--- config.mk ---
export PLATFORM = sky130hd
export DESIGN_NAME = mux_arb4
export DESIGN_NICKNAME = d
export VERILOG_FILES = /design/src/rtl/mux_arb4.sv
export SDC_FILE = /design/constraint.sdc
export NUM_CORES = 1
export LEC_CHECK = 0
export ABC_AREA = 1
export CAP_MARGIN = 20
export CORE_MARGIN = 5
export CORE_UTILIZATION = 34
export DETAILED_ROUTE_END_ITERATION = 8
export PLACE_DENSITY = 0.68
export SYNTH_ARGS = -nofsm -noshare
export SYNTH_HDL_FRONTEND = slang
export SYNTH_SLANG_ARGS = --single-unit
export TNS_END_PERCENT = 20
--- constraint.sdc ---
create_clock -name clk -period 1.95 [get_ports clk]
set_input_delay 0.195 -clock clk [delete_from_list [all_inputs] [get_ports clk]]
set_output_delay 0.195 -clock clk [all_outputs]
set_load 0.05 [all_outputs]
--- src/rtl/mux_arb4.sv ---
// -----------------------------------------------------------------------------
// mux_arb4
//   Four-way round-robin arbiter driving a shared 1-bit data mux.
//   One owner at a time holds the mux output. It keeps ownership until it
//   drops its request, or until it has held for MAX_HOLD consecutive cycles
//   while someone else is waiting. When ownership is handed over, the next
//   grant is issued in the same edge, so there is no idle gap.
//
// Parameters
//   MAX_HOLD   : consecutive cycles an owner may keep the grant while another
//                requester waits (1..15).
//
// Ports
//   clk        : rising-edge clock
//   rst        : synchronous active-high reset
//   request    : [0:3] request[i] high = requester i wants the output
//   inputData  : [0:3] inputData[i] = requester i's data bit
//   grant      : [0:3] registered one-hot (or zero) ownership vector
//   selectLine : registered binary index of the current owner
//   outValid   : registered, high while an owner exists
//   muxOutput  : combinational, inputData[selectLine] when outValid else 0
// -----------------------------------------------------------------------------
module mux_arb4 #(
  parameter int MAX_HOLD = 4
) (
  input  logic       clk,
  input  logic       rst,
  input  logic [0:3] request,
  input  logic [0:3] inputData,
  output logic [0:3] grant,
  output logic [1:0] selectLine,
  output logic       outValid,
  output logic       muxOutput
);

  typedef enum logic {
    ST_IDLE = 1'b0,
    ST_BUSY = 1'b1
  } state_t;

  // Hold counter value at which the owner has used up its slot.
  localparam logic [3:0] HOLD_LAST = 4'(MAX_HOLD - 1);

  // ---------------------------------------------------------------------------
  // Registered state
  // ---------------------------------------------------------------------------
  state_t     r_state;
  logic [0:3] r_grant;
  logic [1:0] r_sel;
  logic       r_valid;
  logic [3:0] r_hold_cnt;
  logic [1:0] r_ptr;

  // Next-state values
  state_t     w_state_next;
  logic [0:3] w_grant_next;
  logic [1:0] w_sel_next;
  logic       w_valid_next;
  logic [3:0] w_hold_cnt_next;
  logic [1:0] w_ptr_next;

  // ---------------------------------------------------------------------------
  // Round-robin search: candidate gi is requester (ptr + gi) mod 4.
  // The 2-bit add wraps naturally, giving the modulo for free.
  // ---------------------------------------------------------------------------
  logic [1:0] w_cand_idx [4];
  logic [3:0] w_cand_req;
  logic [1:0] w_win_idx;
  logic       w_any_req;

  generate
    for (genvar gi = 0; gi < 4; gi++) begin : g_cand
      assign w_cand_idx[gi] = r_ptr + 2'(gi);
      assign w_cand_req[gi] = request[w_cand_idx[gi]];
    end
  endgenerate

  // Walk from the farthest candidate back to the nearest so the nearest
  // active candidate (lowest offset from ptr) is the one left standing.
  always_comb begin
    w_win_idx = w_cand_idx[0];
    for (int i = 3; i >= 0; i--) begin
      if (w_cand_req[i]) begin
        w_win_idx = w_cand_idx[i];
      end
    end
  end

  assign w_any_req = |request;

  // ---------------------------------------------------------------------------
  // Ownership status of the current owner
  // ---------------------------------------------------------------------------
  logic w_owner_req;
  logic w_others_req;
  logic w_at_limit;
  logic w_release;

  assign w_owner_req  = request[r_sel];
  // Anyone other than the current owner asking for the output.
  assign w_others_req = |(request & ~r_grant);
  assign w_at_limit   = (r_hold_cnt == HOLD_LAST);
  // Forced release only happens under contention; a lone owner keeps going.
  assign w_release    = !w_owner_req || (w_at_limit && w_others_req);

  // ---------------------------------------------------------------------------
  // Next-state / output logic
  // ---------------------------------------------------------------------------
  always_comb begin
    w_state_next    = r_state;
    w_grant_next    = r_grant;
    w_sel_next      = r_sel;
    w_valid_next    = r_valid;
    w_hold_cnt_next = r_hold_cnt;
    w_ptr_next      = r_ptr;

    case (r_state)
      ST_IDLE: begin
        if (w_any_req) begin
          w_state_next            = ST_BUSY;
          w_grant_next            = '0;
          w_grant_next[w_win_idx] = 1'b1;
          w_sel_next              = w_win_idx;
          w_valid_next            = 1'b1;
          w_hold_cnt_next         = '0;
          w_ptr_next              = w_win_idx + 2'd1;
        end
      end

      ST_BUSY: begin
        if (w_release) begin
          // ptr already points at owner+1, so the search naturally puts the
          // outgoing owner last in line.
          if (w_any_req) begin
            w_state_next            = ST_BUSY;
            w_grant_next            = '0;
            w_grant_next[w_win_idx] = 1'b1;
            w_sel_next              = w_win_idx;
            w_valid_next            = 1'b1;
            w_hold_cnt_next         = '0;
            w_ptr_next              = w_win_idx + 2'd1;
          end else begin
            w_state_next    = ST_IDLE;
            w_grant_next    = '0;
            w_sel_next      = 2'd0;
            w_valid_next    = 1'b0;
            w_hold_cnt_next = '0;
          end
        end else if (w_at_limit) begin
          // Slot used up but nobody waiting: start a fresh slot.
          w_hold_cnt_next = '0;
        end else begin
          w_hold_cnt_next = r_hold_cnt + 4'd1;
        end
      end

      default: begin
        w_state_next    = ST_IDLE;
        w_grant_next    = '0;
        w_sel_next      = 2'd0;
        w_valid_next    = 1'b0;
        w_hold_cnt_next = '0;
        w_ptr_next      = 2'd0;
      end
    endcase
  end

  // ---------------------------------------------------------------------------
  // State register
  // ---------------------------------------------------------------------------
  always_ff @(posedge clk) begin
    if (rst) begin
      r_state    <= ST_IDLE;
      r_grant    <= '0;
      r_sel      <= 2'd0;
      r_valid    <= 1'b0;
      r_hold_cnt <= '0;
      r_ptr      <= 2'd0;
    end else begin
      r_state    <= w_state_next;
      r_grant    <= w_grant_next;
      r_sel      <= w_sel_next;
      r_valid    <= w_valid_next;
      r_hold_cnt <= w_hold_cnt_next;
      r_ptr      <= w_ptr_next;
    end
  end

  // ---------------------------------------------------------------------------
  // Outputs
  // ---------------------------------------------------------------------------
  assign grant      = r_grant;
  assign selectLine = r_sel;
  assign outValid   = r_valid;
  assign muxOutput  = r_valid ? inputData[r_sel] : 1'b0;

endmodule

Word-level counts from Yosys, hierarchy flattened. Index checks and enable logic that the tools add are counted.

Register bits after elaboration: 14. Bits of input ports: 10. Output and inout port bits: 8.

Add/sub/neg operators: 5. Magnitude comparators: 7. Eq/ne operators: 3. Mux-type cells: 46. Bitwise operators: 9. Reduce and logical (&&, ||, !) cells: 7.

Operators by type and width (count): 4-bit two-way mux (6); 3-bit >= comparator (second input constant) (6); 1-bit two-way mux (18); 2-bit two-way mux (9); 2-bit NOT with 3-bit output (6); 4-bit one-hot mux with 2 select lines (2); 1-bit binary-select mux with 2-bit select (6); 2-bit one-hot mux with 2 select lines (2); 4-bit OR reduction (2); 2-bit by 1-bit adder with 2-bit output (second input constant) (2); 2-bit adder (second input constant) (2); 4-bit by 1-bit adder with 4-bit output (second input constant) (1); 4-bit AND (1); 4-bit by 2-bit == test with 1-bit output (second input constant) (1); 4-bit NOT (1); 1-bit one-hot mux with 2 select lines (2); 3-bit by 1-bit < comparator with 1-bit output (second input constant) (1); 1-bit demux with 2-bit select (1); 1-bit logical AND (2); 2-bit by 1-bit != test with 1-bit output (second input constant) (1); 2-bit != test (second input constant) (1); 2-bit AND reduction (1); 1-bit logical NOT (1); 1-bit logical OR (1); 1-bit NOT (1).

Logic depth before layout (Yosys ltp). Gate-level depths: netlist (run 1).

Word-level depth: 17. Mapped depth: 15.

Worst setup path after synthesis (run 1). OpenSTA, ideal clock, no wires.

Kind: register -> output. Start point: register r_sel[0], in the netlist selectLine[0]. End point: output muxOutput. Data arrival time: 2.114 ns. Slack: -0.359 ns. Cell stages (with the launch flop): 5. Cells stage by stage: dfxtp_1 -> nor2_1 -> nor2_1 -> o21ai_0 -> a21boi_0.

Longest elaborated chain between the ends: 5.

Ends and longest elaborated chain: start, declared (line 49) `logic [1:0] r_sel;`; start signal, assigned (line 182) `r_sel <= w_sel_next;`; 2-bit NOT with 3-bit output (implied by the code) (line 195) `assign muxOutput = r_valid ? inputData[r_sel] : 1'b0;`; 1-bit binary-select mux with 2-bit select (line 195); 1-bit two-way mux (implied by the code) (2 in series) (line 195); 1-bit two-way mux (line 195); end, declared (line 33) `output logic muxOutput`.

No other way between the ends. The select of a mux whose other input is x is not followed.

Worst setup path after layout (run 1).
Start point: register r_sel[0], in the netlist selectLine[0]. End point: output selectLine[0].

RTL lines: end, declared (line 31) `output logic [1:0] selectLine,`.

No word-level cell between the ends.

==> flow_metrics.py, run 1 <==
metrics = {
    "worst_setup_path": {
        "slowest_delay_ps": 860,
        "crit_chain": "clkdlybuf4s50_1",
        "path_buf_inv": 1,
        "path_class": "flop to output pin",
        "crit_family": "buffers and inverters",
        "arrival_ps": 1630,
        "crit_path_end_kind": "output pin",
        "critPathRequiredTime_ps": 1750,
        "cp_slowest_cell": "clkdlybuf4s50_1",
        "start_kind": "flop",
        "crit_fanout": 7,
    },
    "clocking": {
        "clk_pin_slew_ps": 90,
        "cts_sinks": 14,
        "cts_buffers": 3,
        "postCtsSetupRepairBufs": 0,
        "cts_buffer_depth": 2,
        "cts_tree": "done",
        "clk_latency_ps": 290,
        "root_buffer": "clkbuf_4",
        "post_cts_resized": 0,
        "holdBufCountCts": 0,
        "cts_max_level": 1,
    },
    "global_routing": {
        "gr-total-overflow": 0,
        "grt_pass1_vias": 948,
        "antenna_found_initial": 0,
        "grt_max_degree": 10,
        "grt_util_all_layers": 0.125,
        "grt_pass1_wl_mm": 4.14,
    },
    "sta": {
        "fin_crit_sh": 0.935,
        "finalWorstPathRequiredPeriod_ps": 1820,
        "tns_ps": 0,
        "fin_ws_ps": 126,
        "fin_skew_ps": 4.58,
        "clock.fmax_ghz": 0.548,
        "tightest_slew_ps": 504,
        "hold_viol": 0,
        "setup_violations": 0,
        "rsz0062_at_grt": "false",
        "maxSlewViolCount": 0,
        "slew_headroom": 0.663,
    },
    "detailed_routing": {
        "wl_per_cell_um": 11.4,
        "drc_errors": 0,
        "viasPerCell": 4.88,
        "drt_iter0_markers": 59,
        "num_vias": 995,
        "drt_pre_antenna_iters": 4,
        "totalWireLength_mm": 2.32,
        "drtAntennaViolNets": 0,
    },
    "power_and_ir_drop": {
        "seq_power_share": 0.256,
        "p_switching_uw": 977,
        "power.share.clock": 0.116,
        "leakage_nw": 0.576,
        "combinationalPowerShare": 0.628,
        "switching_share": 0.523,
        "p_int_uw": 890,
        "p_per_area_nw_per_um2": 1530,
        "max-vdd-ir-drop_uv": 829,
    },
    "cells_and_area": {
        "final_cell_area_um2": 1220,
        "nFillCells": 272,
        "stdcell_count": 204,
        "multiInputGateArea_um2": 576,
        "fin_nets": 185,
        "regArea_um2": 280,
        "layout-drive-gt1-share": 0.197,
        "n_antenna_cell": 0,
        "area_growth_pct": 26.4,
        "postLayoutCoreUtil": 0.447,
    },
    "placement": {
        "place_ws_ps": 63.3,
        "gp_congestion": 0.852,
        "dp_hpwl_mm": 1.82,
        "dp_cells": 200,
        "port_buffers": 17,
        "place_area_um2": 1180,
    },
    "logic_synthesis": {
        "synth-compound-area-share": 0.110,
        "synthAdderAreaFrac": 0.0130,
        "synth_xor_area_frac": 0.00907,
        "syn-num-nets": 163,
        "synth.distinct_cells": 24,
        "synth_top_family_by_area": "simple AND/OR/NAND/NOR gates",
        "ys_ff_latch": 14,
        "syn_avg_cell_area_um2": 6.35,
        "synth_warnings": 0,
        "postSynthCellCount": 152,
        "ys_seq_area_frac": 0.290,
        "yosys.area_share.simple": 0.464,
        "mappedNetlistArea_um2": 966,
        "synth.mux.area_fraction": 0,
    },
    "floorplanning": {
        "fp.coreArea_um2": 2730,
        "die_x_um": 63.3,
        "initial_core_util": 0.353,
        "fp.dieH_um": 63.3,
        "dieArea_um2": 4010,
        "ioPinCount": 18,
        "floorplan.rows": 19,
    },
    "worst_hold_path": {
        "hold_class": "flop to flop",
    },
    "run_status": {
        "status": "complete, no violations",
    },
    "flow_run": {
        "maxCapViolCount": 0,
    },
}
==> cells in the final DEF (no fill, tap or decap), drive strengths merged <==
master and instances:
nor2 12, a21boi 1, or2 1, inv 24, nand4 2, clkdlybuf4s50 16, buf 3, o21ai 6
clkbuf 4, dfxtp 14, nand2 62, a21oi 13, nand3 13, ha 1, xor2 1
==> logic make-up after synthesis <==
| kind of cell | after synthesis |
|---|---|
| flops | 14 |
| simple gates | 90 |
| compound gates | 20 |
| xor+xnor | 1 |
| buf+inv | 26 |
| fa+ha+maj | 1 |
==> state kept, by name (all words and copies together) (netlist names) <==
name        flops
grant           4
outValid        1
r_hold_cnt      4
r_ptr           2
r_state         1
selectLine      2
==> worst reg2reg max path: cells and delay by family, from the launching register on <==
family	cells	cell delay, ps
flip-flops	1	590
AND/OR/NAND/NOR	11	870
buffers and inverters	2	150
==> power groups by stage <==
stage	sequential [mW]	combinational [mW]	clock, mW
floorplan	0.629	0.745	0
global placement	0.481	1.16	0
detailed placement	0.484	1.17	0
CTS	0.479	1.18	0.219
global route	0.497	1.29	0.228
finish	0.479	1.17	0.216
==> path summary, 6_finish.rpt <==
| path | start | endpoint | slack, ps | depth (start not counted) |
|---|---|---|---|---|
| min | grant[1] | grant[1] | 480 | 2 |
| max | selectLine[0] | selectLine[0] | 130 | 1 |
| max reg2reg | r_ptr[0] | r_ptr[1] | 270 | 13 |
| min reg2reg | grant[1] | grant[1] | 480 | 2 |
==> Yosys cell counts <==
master     n  share of area
xor2_1     1         0.0091
nand2_1   50           0.19
nor2_4     1          0.012
ha_1       1          0.013
inv_2      5          0.019
dfxtp_1   14           0.29
o21ai_1    1         0.0052
clkbuf_1   1         0.0039
nor2_2     1         0.0065
buf_6      1          0.012
nand2_4    3          0.035
a21boi_0   1         0.0078
nand4_1    1         0.0065
inv_6      1         0.0091
a21oi_1   12          0.062
inv_1     18          0.070
nand3_1    8          0.041
a21oi_2    1         0.0091
nand2_2    9          0.058
nor2_1    10          0.039
o21ai_0    5          0.026
or2_0      1         0.0065
nand4_2    1          0.013
nand3_2    5          0.052
==> per-stage QoR <==
step                      total power [mW]  hold slack (ps)
after floorplan                       1.37              264
after global placement                1.64              462
after detailed placement              1.65              471
after CTS                             1.87              485
after global routing                  2.01              510
final                                 1.87              484
==> per-layer routing <==
metal  up-vias  routed length [um]  track usage
li1        514                   -            -
met1       439                1130        0.166
met2        35                 981        0.191
met3         7                 140       0.0249
met4         0                  59       0.0649
met5         -                   0            0
==> layout make-up <==
type / count / share of cell area
inverters: 24 / 0.0779
multi-input cells: 112 / 0.471
clock buffers: 4 / 0.0297
flip-flops and latches: 14 / 0.230
well taps: 31 / 0.0318
repair buffers: 19 / 0.160
No activity file was read; power rests on OpenSTA's default activity.
==> run 2: changes to the inputs <==
--- a/config.mk
+++ b/config.mk
@@ -9,6 +9,7 @@
 export CAP_MARGIN = 20
 export CORE_MARGIN = 5
 export CORE_UTILIZATION = 34
+export CTS_BUF_LIST = sky130_fd_sc_hd__clkbuf_4 sky130_fd_sc_hd__clkbuf_8 sky130_fd_sc_hd__clkbuf_16
 export DETAILED_ROUTE_END_ITERATION = 8
 export PLACE_DENSITY = 0.68
 export SYNTH_ARGS = -nofsm -noshare
==> results of run 2 <==
Final layout, timing and power as in run 1 (identical DEF).
==> RTL change (settings of run 2) <==
Make the reset (`rst`) asynchronous in one clocked block. Comments in the files are not updated.
--- a/src/rtl/mux_arb4.sv
+++ b/src/rtl/mux_arb4.sv
@@ -170,3 +170,3 @@
   // ---------------------------------------------------------------------------
-  always_ff @(posedge clk) begin
+  always_ff @(posedge clk or posedge rst) begin
     if (rst) begin
Behaviour: differs if rst is asserted again (counterexample within 4 cycles, from zero or initial values and one cycle with rst high); with rst held inactive, the same outputs for 10 cycles.
==> RTL change against run 2 <==
  * Critical endpoint unchanged
  * Sequential cell count unchanged
  * Routed wire length decreased by 6.0%
  * Register-to-register slack improved by 0.17 ns
  * Power increased by 20%
  * Highest routed layer unchanged
  * Die area unchanged
  * Cell area increased by 0.31%
  * Worst setup slack improved by 0.080 ns
  * Largest cell class unchanged
  * Area after synthesis unchanged
==> RTL change: results (changes against run 2) <==
- Nets: 168 (-9.2%)
- Status: finished clean
- M2 GR Usage: 19.36% (+0.26 points)
- Largest net degree at the start of global routing: 15 (+5)
- Cells after DPL: 183 (-8.5%)
- Share of layout cells above drive strength 1: 18.59% (-1.1 points)
- GPL Wtd Cong: 0.8701 (+2.1%)
- Worst path arrival time: 1.55 ns (-0.08 ns)
- Worst min path class: input pin to asynchronous set/reset pin
- Crit. Startpoint: selectLine[0]
- Ys async rst share: 100.0% (+100 points)
- Largest fanout on the critical path: 6 (-1)
- Ranking of synthesized cells by area: dfrtp_1 36%, nand2_1 16%, inv_1 6.2%
- Num sequential: 14 (unchanged)
- Wire per inst: 11.65 um (+2.5%)
- Seq/Total Area, Yosys: 36.27% (+7.3 points)
- Gr usage total: 11.29% (-1.2 points)
- Relative slew margins: 65.83% (-0.47 points)
- Worst r2r dst: r_ptr[0]
- Static Leak: 0.6336 nW (+10%)
- First-pass GRT wire length: 3739 um (-9.7%)
- Cell depth of the worst flop-to-flop path: 10 (-3)
- Place WS: 0.2272 ns (+0.1639 ns)
- Inverters: 20 (-17%)
- Met1 global-route usage: 13.19% (-3.4 points)
- Cell Area, Placed: 1189 sq um (+0.32%)
- R2r setup slk: 0.44 ns (+0.17 ns)
- Layout clock area frac: 2.962% (-0.0091 points)
- P per Cell Area: 1828 nW/um^2 (+20%)
- HPWL after detailed placement: 1797 um (-1.1%)
- Avg Inst Size Synth: 7.208 sq um (+13%)
- Non-clk buf share: 15.93% (-0.049 points)
- Routed wire length: 2178 um (-6.0%)
- Fill cells: 282 (+3.7%)
- Seq/total area: 28.60% (+5.6 points)
- RR Startpoint: r_ptr[0]
- Worst Skew: 0.0009784 ns (-0.003598 ns)
- Clock Latency Late Sink: 0.27 ns (-0.02 ns)
- Fin Hold WS: 0.2449 ns (-0.2389 ns)
[RTL change: power breakdown]
part	internal, W	switching (W)	total, W	leakage, nW
combinational	0.000542	0.00101	0.00155	0.438
clock	0.000113	0.0000870	0.000200	0.0210
sequential	0.000396	0.0000906	0.000487	0.174
total	0.00105	0.00119	0.00224	0.634
[RTL change: kinds of logic after synthesis]
group           Yosys count  share of synthesized area (%)
fa+ha+maj                 1                          1.295
buf+inv                  21                          8.938
compound gates           20                          12.05
simple gates             77                          40.54
xor+xnor                  1                         0.9069
flops                    14                          36.27
[RTL change: how the worst max path moves through the flow]
stage               slack [ns]  cells past startpoint            end
floorplan                 0.02                      4      muxOutput
global placement          0.26                     11       r_ptr[0]
finish                    0.21                      1  selectLine[0]
detailed placement        0.23                     12       r_ptr[1]
global route              0.14                      1  selectLine[0]
CTS                       0.19                      1  selectLine[0]
